<file path="config.mk">
export PLATFORM = sky130hd
export DESIGN_NAME = imem_boot_loader
export DESIGN_NICKNAME = d
export VERILOG_FILES = /design/src/rtl/imem_pkg.sv /design/src/rtl/byte_word_packer.sv /design/src/rtl/imem_boot_loader.sv
export SDC_FILE = /design/constraint.sdc
export NUM_CORES = 1
export LEC_CHECK = 0
export CAP_MARGIN = 20
export CORE_MARGIN = 2
export CORE_UTILIZATION = 28
export DETAILED_ROUTE_END_ITERATION = 10
export PLACE_DENSITY = 0.55
export SYNTH_ARGS = -nofsm -noshare
export SYNTH_HDL_FRONTEND = slang
export SYNTH_SLANG_ARGS = --single-unit
</file>
<file path="constraint.sdc">
create_clock -name clk -period 3.47 [get_ports clk]
set_clock_uncertainty 0.05 [all_clocks]
set_input_delay 0.5205 -clock clk [delete_from_list [all_inputs] [get_ports clk]]
set_output_delay 0.5205 -clock clk [all_outputs]
set_load 0.05 [all_outputs]
</file>
<file path="src/rtl/imem_pkg.sv">
// imem_pkg: instruction-memory geometry and boot-loader state encoding
package imem_pkg;
  localparam int IMEM_DEPTH = 1024;
  localparam int IMEM_AW = 10;
  typedef enum logic [2:0] {IDLE, LEN, LOAD, CHK, DONE, ERR} imem_ld_state_t;
endpackage

</file>
<file path="src/rtl/byte_word_packer.sv">
// byte_word_packer: assembles little-endian 32-bit words from a byte stream
module byte_word_packer (
  input  logic        clk,
  input  logic        rst_n,
  input  logic        clr,
  input  logic        en,
  input  logic [7:0]  din,
  output logic        word_valid,
  output logic [31:0] word
);
  logic [1:0] idx;
  logic [23:0] hold;
  always_ff @(posedge clk or negedge rst_n) begin
    if (!rst_n) begin
      idx <= '0;
      hold <= '0;
    end else if (clr) begin
      idx <= '0;
      hold <= '0;
    end else if (en) begin
      idx <= idx + 2'd1;
      hold <= {din, hold[23:8]};
    end
  end
  assign word_valid = en && idx == 2'd3;
  assign word = {din, hold};
endmodule

</file>
<file path="src/rtl/imem_boot_loader.sv">
// imem_boot_loader: streams a length-prefixed image into imem, holding the core in reset; IMEM_LOAD_CHECKSUM_EN adds a trailing XOR checksum word
module imem_boot_loader
  import imem_pkg::*;
#(
  parameter int DEPTH = IMEM_DEPTH,
  parameter int AW = IMEM_AW
) (
  input  logic          clk,
  input  logic          rst_n,
  input  logic          start,
  input  logic          in_valid,
  input  logic [7:0]    in_data,
  output logic          in_ready,
  output logic          mem_we,
  output logic [AW-1:0] mem_waddr,
  output logic [31:0]   mem_wdata,
  output logic          cpu_rst_n,
  output logic          busy,
  output logic          done,
  output logic          err
);
  imem_ld_state_t state, nxt;
  logic [AW:0] cnt, n;
  logic [31:0] word;
  logic wv, clr, last;
`ifdef IMEM_LOAD_CHECKSUM_EN
  localparam imem_ld_state_t FIN = CHK;
  logic [31:0] xsum;
`else
  localparam imem_ld_state_t FIN = DONE;
`endif
  assign in_ready = state == LEN || state == LOAD || state == CHK;
  assign busy = in_ready;
  assign done = state == DONE;
  assign err = state == ERR;
  assign cpu_rst_n = done;
  assign clr = start && (state == IDLE || state == DONE || state == ERR);
  assign last = cnt + 1'b1 == n;
  byte_word_packer u_pack (
    .clk(clk), .rst_n(rst_n), .clr(clr), .en(in_valid && in_ready),
    .din(in_data), .word_valid(wv), .word(word)
  );
  always_ff @(posedge clk or negedge rst_n) begin
    if (!rst_n) state <= IDLE;
    else state <= nxt;
  end
  always_comb begin
    nxt = state;
    case (state)
      IDLE, DONE, ERR: nxt = start ? LEN : state;
      LEN: nxt = !wv ? LEN : word == 32'd0 ? FIN : word > 32'(DEPTH) ? ERR : LOAD;
      LOAD: nxt = wv && last ? FIN : LOAD;
`ifdef IMEM_LOAD_CHECKSUM_EN
      CHK: nxt = !wv ? CHK : word == xsum ? DONE : ERR;
`endif
      default: nxt = IDLE;
    endcase
  end
  always_ff @(posedge clk or negedge rst_n) begin
    if (!rst_n) begin
      cnt <= '0;
      n <= '0;
      mem_we <= 1'b0;
      mem_waddr <= '0;
      mem_wdata <= '0;
    end else begin
      mem_we <= 1'b0;
      if (clr) cnt <= '0;
      if (wv && state == LEN) n <= word[AW:0];
      if (wv && state == LOAD) begin
        mem_we <= 1'b1;
        mem_waddr <= cnt[AW-1:0];
        mem_wdata <= word;
        cnt <= cnt + 1'b1;
      end
    end
  end
`ifdef IMEM_LOAD_CHECKSUM_EN
  always_ff @(posedge clk or negedge rst_n) begin
    if (!rst_n) xsum <= '0;
    else if (clr) xsum <= '0;
    else if (wv && state == LOAD) xsum <= xsum ^ word;
  end
`endif
endmodule

</file>
== After elaboration in Yosys (flattened, before gate mapping) ==
Cells that the tools add are included.
W data, S select, Z words.

* Equal/unequal tests: 8
* Muxes and demuxes: 13
* $lt $le $gt $ge: 1
* Reduce and logical (&&, ||, !) cells: 15
* Add/sub/neg operators: 2

{| class="wikitable"
|+ Operators by type and width
! kind !! number
|-
| $mux W24 || 2
|-
| $gt A32 B11 Y1 const B || 1
|-
| $logic_not A32 Y1 || 1
|-
| $mux W11 || 2
|-
| $mux W3 || 5
|-
| $add A11 B1 Y11 const B || 1
|-
| $eq A11 B11 Y1 || 1
|-
| $pmux W3 S3 || 1
|-
| $eq A3 B2 Y1 const B || 2
|-
| $eq A3 B3 Y1 const B || 2
|-
| $logic_and A1 B1 Y1 || 6
|-
| $logic_or A1 B1 Y1 || 4
|-
| $mux W2 || 2
|-
| $reduce_bool A2 Y1 || 2
|-
| $eq A3 B1 Y1 const B || 1
|-
| $logic_not A3 Y1 || 1
|-
| $reduce_or A3 Y1 || 1
|-
| $add A2 B1 Y2 const B || 1
|-
| $eq A2 B2 Y1 const B || 1
|-
| $ne A2 B2 Y1 const B || 1
|-
| $mux W1 || 1
|}

* Flip-flop bits (word level): 94
* Word-level logic and storage cells: 47

== Logic depth before layout (Yosys ltp) ==
* Depth after elaboration: 8
* Mapped depth: 8

== Modules after synthesis ==
A second synthesis with hierarchy kept.

* Cells, all modules: 438
* Area, all modules: 4,312.9 um^2

{| class="wikitable"
|+ By module, submodules not included
! module !! cells each !! sequential area each (um^2) !! instances !! area each (um^2)
|-
| imem_boot_loader || 344 || 1,701.6 || 1 || 3,159.3
|-
| byte_word_packer || 94 || 650.6 || 1 || 1,153.6
|}

== Least setup slack after synthesis ==
No wires, ideal clock.

* Path type: flip-flop to output port
* From: register state[1]
* To: output done
* Stages on the path, launching flop included: 4
* Data arrival time: 2.157 ns
* Setup slack: 0.742 ns
* Buffers on the path: 2
* Cell sequence: dfrtp_1 -> clkbuf_1 -> nor3b_1 -> buf_4

* Word-level cells in the longest chain between the ends: 1

{| class="wikitable"
|+ RTL lines
! element !! line !! RTL
|-
| start, declared || imem_boot_loader.sv:22 || <nowiki>imem_ld_state_t state, nxt;</nowiki>
|-
| start signal, assigned || imem_boot_loader.sv:45 || <nowiki>else state <= nxt;</nowiki>
|-
| $eq A3 B3 Y1 || imem_boot_loader.sv:34 || <nowiki>assign done = state == DONE;</nowiki>
|-
| end, declared || imem_boot_loader.sv:19 || <nowiki>output logic done,</nowiki>
|}

Every way passes these cells.

== Worst setup path after layout ==
Same ends and word-level chain as after synthesis.

==> flow_summary.rst <==
.. list-table::
   :header-rows: 1

   * - Metric
     - Value
   * - Outcome
     - finished, final reports clean
   * - Wire length of the first global-routing pass
     - 16700 µm
   * - Average routed wire per standard cell
     - 14.0 µm
   * - Count of cell types in the netlist
     - 42
   * - Fin util
     - 35.9%
   * - Total of hold buffers inserted after clock tree synthesis
     - 0
   * - Kind of launch point of the worst setup path
     - flop
   * - Synthesized Nets
     - 471
   * - Pin count of the biggest net entering global routing
     - 71
   * - Final hold violations
     - 0
   * - Arrival @ worst endpoint
     - 2.00 ns
   * - Initial antenna violation count
     - 0
   * - Per-cell via count in the routed design
     - 4.77
   * - Synth area leaders
     - sky130_fd_sc_hd__dfrtp_1, sky130_fd_sc_hd__nand2_1, sky130_fd_sc_hd__mux2_2
   * - Clock latency at the later pin of the worst-skew pair
     - 0.34 ns
   * - Maximum clock rate
     - 389 MHz
   * - Number of antenna-violating nets in the routed design
     - 0
   * - Number of placement rows
     - 44
   * - Switching Fraction
     - 31.9%
   * - Area added between synthesis and finish
     - 25.3%
   * - Core area
     - 14500 µm²
   * - H-Tree Level Count
     - 3
   * - Sum of net half-perimeters after detailed placement
     - 6700 µm
   * - Final GP Congestion
     - 0.840
   * - Width of the chip
     - 126 µm
   * - Area of the die
     - 15900 µm²
   * - Launch point of the critical path
     - state[1]$_DFFE_PN0P_
   * - Minimum clock period
     - 2.57 ns
   * - Initial standard-cell utilization of the core
     - 28.7%
   * - Commonest register cell after synthesis
     - sky130_fd_sc_hd__dfrtp_1
   * - Top library cells by usage in the layout, fill and taps aside
     - sky130_fd_sc_hd__nand2_1, sky130_fd_sc_hd__dfrtp_1, sky130_fd_sc_hd__clkdlybuf4s50_1
   * - Share of power burned in registers
     - 48.2%
   * - Die span in y
     - 126 µm
   * - Unrepaired setup endpoints after global routing
     - no
   * - Gate count after technology mapping
     - 457
   * - Number of gates resized after cts
     - 0
   * - Final Cycle Share
     - 74.0%
   * - Slew at the pin closest to its max-slew limit
     - 0.871 ns
   * - Proportion of layout cells with a drive suffix above 1
     - 7.42%
   * - Total net switching power
     - 1.01 mW
   * - Worst hold slack
     - 0.250 ns
   * - Final WL
     - 9760 µm
   * - CP endpoint kind
     - output port
   * - Area share of the largest cell type after synthesis
     - 56.4%
   * - Area occupied by registers
     - 2350 µm²
   * - LEAKAGE
     - 2.45 nW
   * - Final number of max-transition violations
     - 0
   * - Synth Register Bits
     - 94
   * - Count of placed standard cells in the final layout, fillers left out
     - 696
   * - Clock share of power
     - 31.5%
   * - Total of warnings raised by yosys
     - 0
   * - Max-capacitance violation count
     - 0
   * - Leading area contributor after synthesis
     - sky130_fd_sc_hd__dfrtp_1
   * - Commonest non-fill, non-tap cell in the layout
     - sky130_fd_sc_hd__nand2_1
   * - Fraction of the yosys area taken by sequential cells
     - 56.4%
   * - Final setup vio count
     - 0
   * - Class of the tightest hold or removal check
     - in2async
   * - Gate power share
     - 20.2%
   * - FFs w/ async S/R, synth
     - 100%
   * - Setup slack of the worst register-to-register path
     - 1.02 ns
   * - Reg2Reg Launch Point
     - state[1]$_DFFE_PN0P_
   * - Required time of the critical path
     - 2.90 ns
   * - Final-layout setup total negative slack
     - 0 ns
   * - I/O Buffers
     - 59
   * - Total track usage
     - 12.8%
   * - Clock tree from TritonCTS
     - yes
   * - Number of global-route vias before repair
     - 3316
   * - Total overflow reported by the global router
     - 0
   * - Diodes inserted
     - 0
   * - Routed vias
     - 3318
   * - Setup CP Type
     - reg2out
   * - Number of top-level pins
     - 60
   * - Worst slew margin relative to its limit
     - 41.9%
   * - Clock tree root buffer cell
     - sky130_fd_sc_hd__clkbuf_16
   * - Remaining DRCs
     - 0
   * - Number of buffers added for setup after CTS
     - 0
   * - Cell-internal power
     - 2.15 mW
   * - IR drop worst, VDD
     - 292 µV
   * - Filler cell count in the final layout
     - 1515
   * - Sum of internal, switching and leakage power
     - 3.16 mW
   * - Clock-pin slew on the worst setup and hold paths
     - 0.07 ns
   * - Cell Count Post-Placement
     - 680
   * - PD cells
     - 604 nW/µm²
   * - First-pass iteration count of the detailed router
     - 5
   * - Num CTS Buffers
     - 9
   * - Average cell area after synthesis
     - 9.12 µm²
   * - Largest fanout on the critical path
     - 12
   * - Number of clock sinks seen by CTS
     - 94
   * - Area occupied by multi-input gates
     - 1680 µm²
   * - Cell area after synthesis
     - 4170 µm²
   * - Number of enable flip-flop cells after synthesis
     - 0
   * - Post-layout nets
     - 521
   * - Violation count after the first detailed-route iteration
     - 213
   * - Clock buffer depth
     - 2
-- area by class of cell --
class / instances / share of cell area [%]
inverters: 3 / 0.216
repair buffers: 67 / 12.4
flip-flops and latches: 94 / 45.0
clock inverters: 6 / 1.37
clock buffers: 10 / 4.38
well taps: 184 / 4.41
multi-input cells: 332 / 32.2
-- synth_stat cells, drive strengths merged, types with 5 or more instances --
cell type and instances:
xor2 8, nor2 8, a21oi 23, a22o 5, o21ai 19, xnor2 9, nand3 10, dfrtp 94
nor4 9, buf 6, nor3 6, mux2 11, clkbuf 22, nand2 191
-- state kept, by name, indices dropped and copies added, names as in the netlist --
name,flops
mem_we,1
u_pack.idx,2
u_pack.hold,24
state,3
n,11
mem_waddr,10
cnt,11
mem_wdata,32
-- worst paths after layout --
path                                                 end  depth (start not counted)
worst max-delay path                                done                          2
worst min-delay path            mem_wdata[1]$_DFFE_PN0P_                          1
worst max register to register      state[2]$_DFFE_PN0P_                          7
worst min register to register  mem_wdata[4]$_DFFE_PN0P_                          2
max in group asynchronous               n[4]$_DFFE_PN0P_                          2
min in group clk                mem_wdata[4]$_DFFE_PN0P_                          2
-- power groups by stage --
stage | registers [mW] | clock network [mW] | logic (mW)
2_1_floorplan | 1.46 | 0 | 0.484
3_3_place_gp | 1.54 | 0 | 0.634
3_5_place_dp | 1.55 | 0 | 0.641
4_1_cts | 1.53 | 1.03 | 0.644
5_1_grt | 1.55 | 1.07 | 0.721
6_report | 1.52 | 0.996 | 0.639
-- cell families (layout without fill, tap and decap cells) --
family / count (synthesis) / in the layout / share of synthesized area (%)
AND/OR/NAND/NOR: 242 / 242 / 24.3
flip-flops: 94 / 94 / 56.4
AO/OA/AOI/OAI: 59 / 59 / 8.49
buffers and inverters: 31 / 86 / 3.24
XOR/XNOR: 17 / 17 / 3.75
multiplexers: 12 / 12 / 3.21
adder cells (fa/ha/maj): 2 / 2 / 0.600
-- per-layer routing --
metal	wire length [µm]	vias up	GRT usage, %
met5	0	-	0
met4	113	0	3.30
met3	379	12	3.19
met2	4700	78	20.5
met1	4570	1620	17.3
li1	-	1608	-
-- metrics by stage --
| step | worst slack, ns | instance area (µm²) |
|---|---|---|
| final | 0.900 | 5220 |
| after global routing | 0.806 | 5220 |
| after CTS | 0.860 | 5220 |
| after detailed placement | 0.689 | 4920 |
| after global placement | 0.829 | 4920 |
| after floorplan | 0.742 | 4170 |
-- critical path: stages, from the launching register on --
cell and delay [ns]:
sky130_fd_sc_hd__dfrtp_1 0.50, sky130_fd_sc_hd__nor3b_1 0.30, sky130_fd_sc_hd__clkdlybuf4s50_1 0.86
Note: power is estimated with default switching activity, not from simulation.
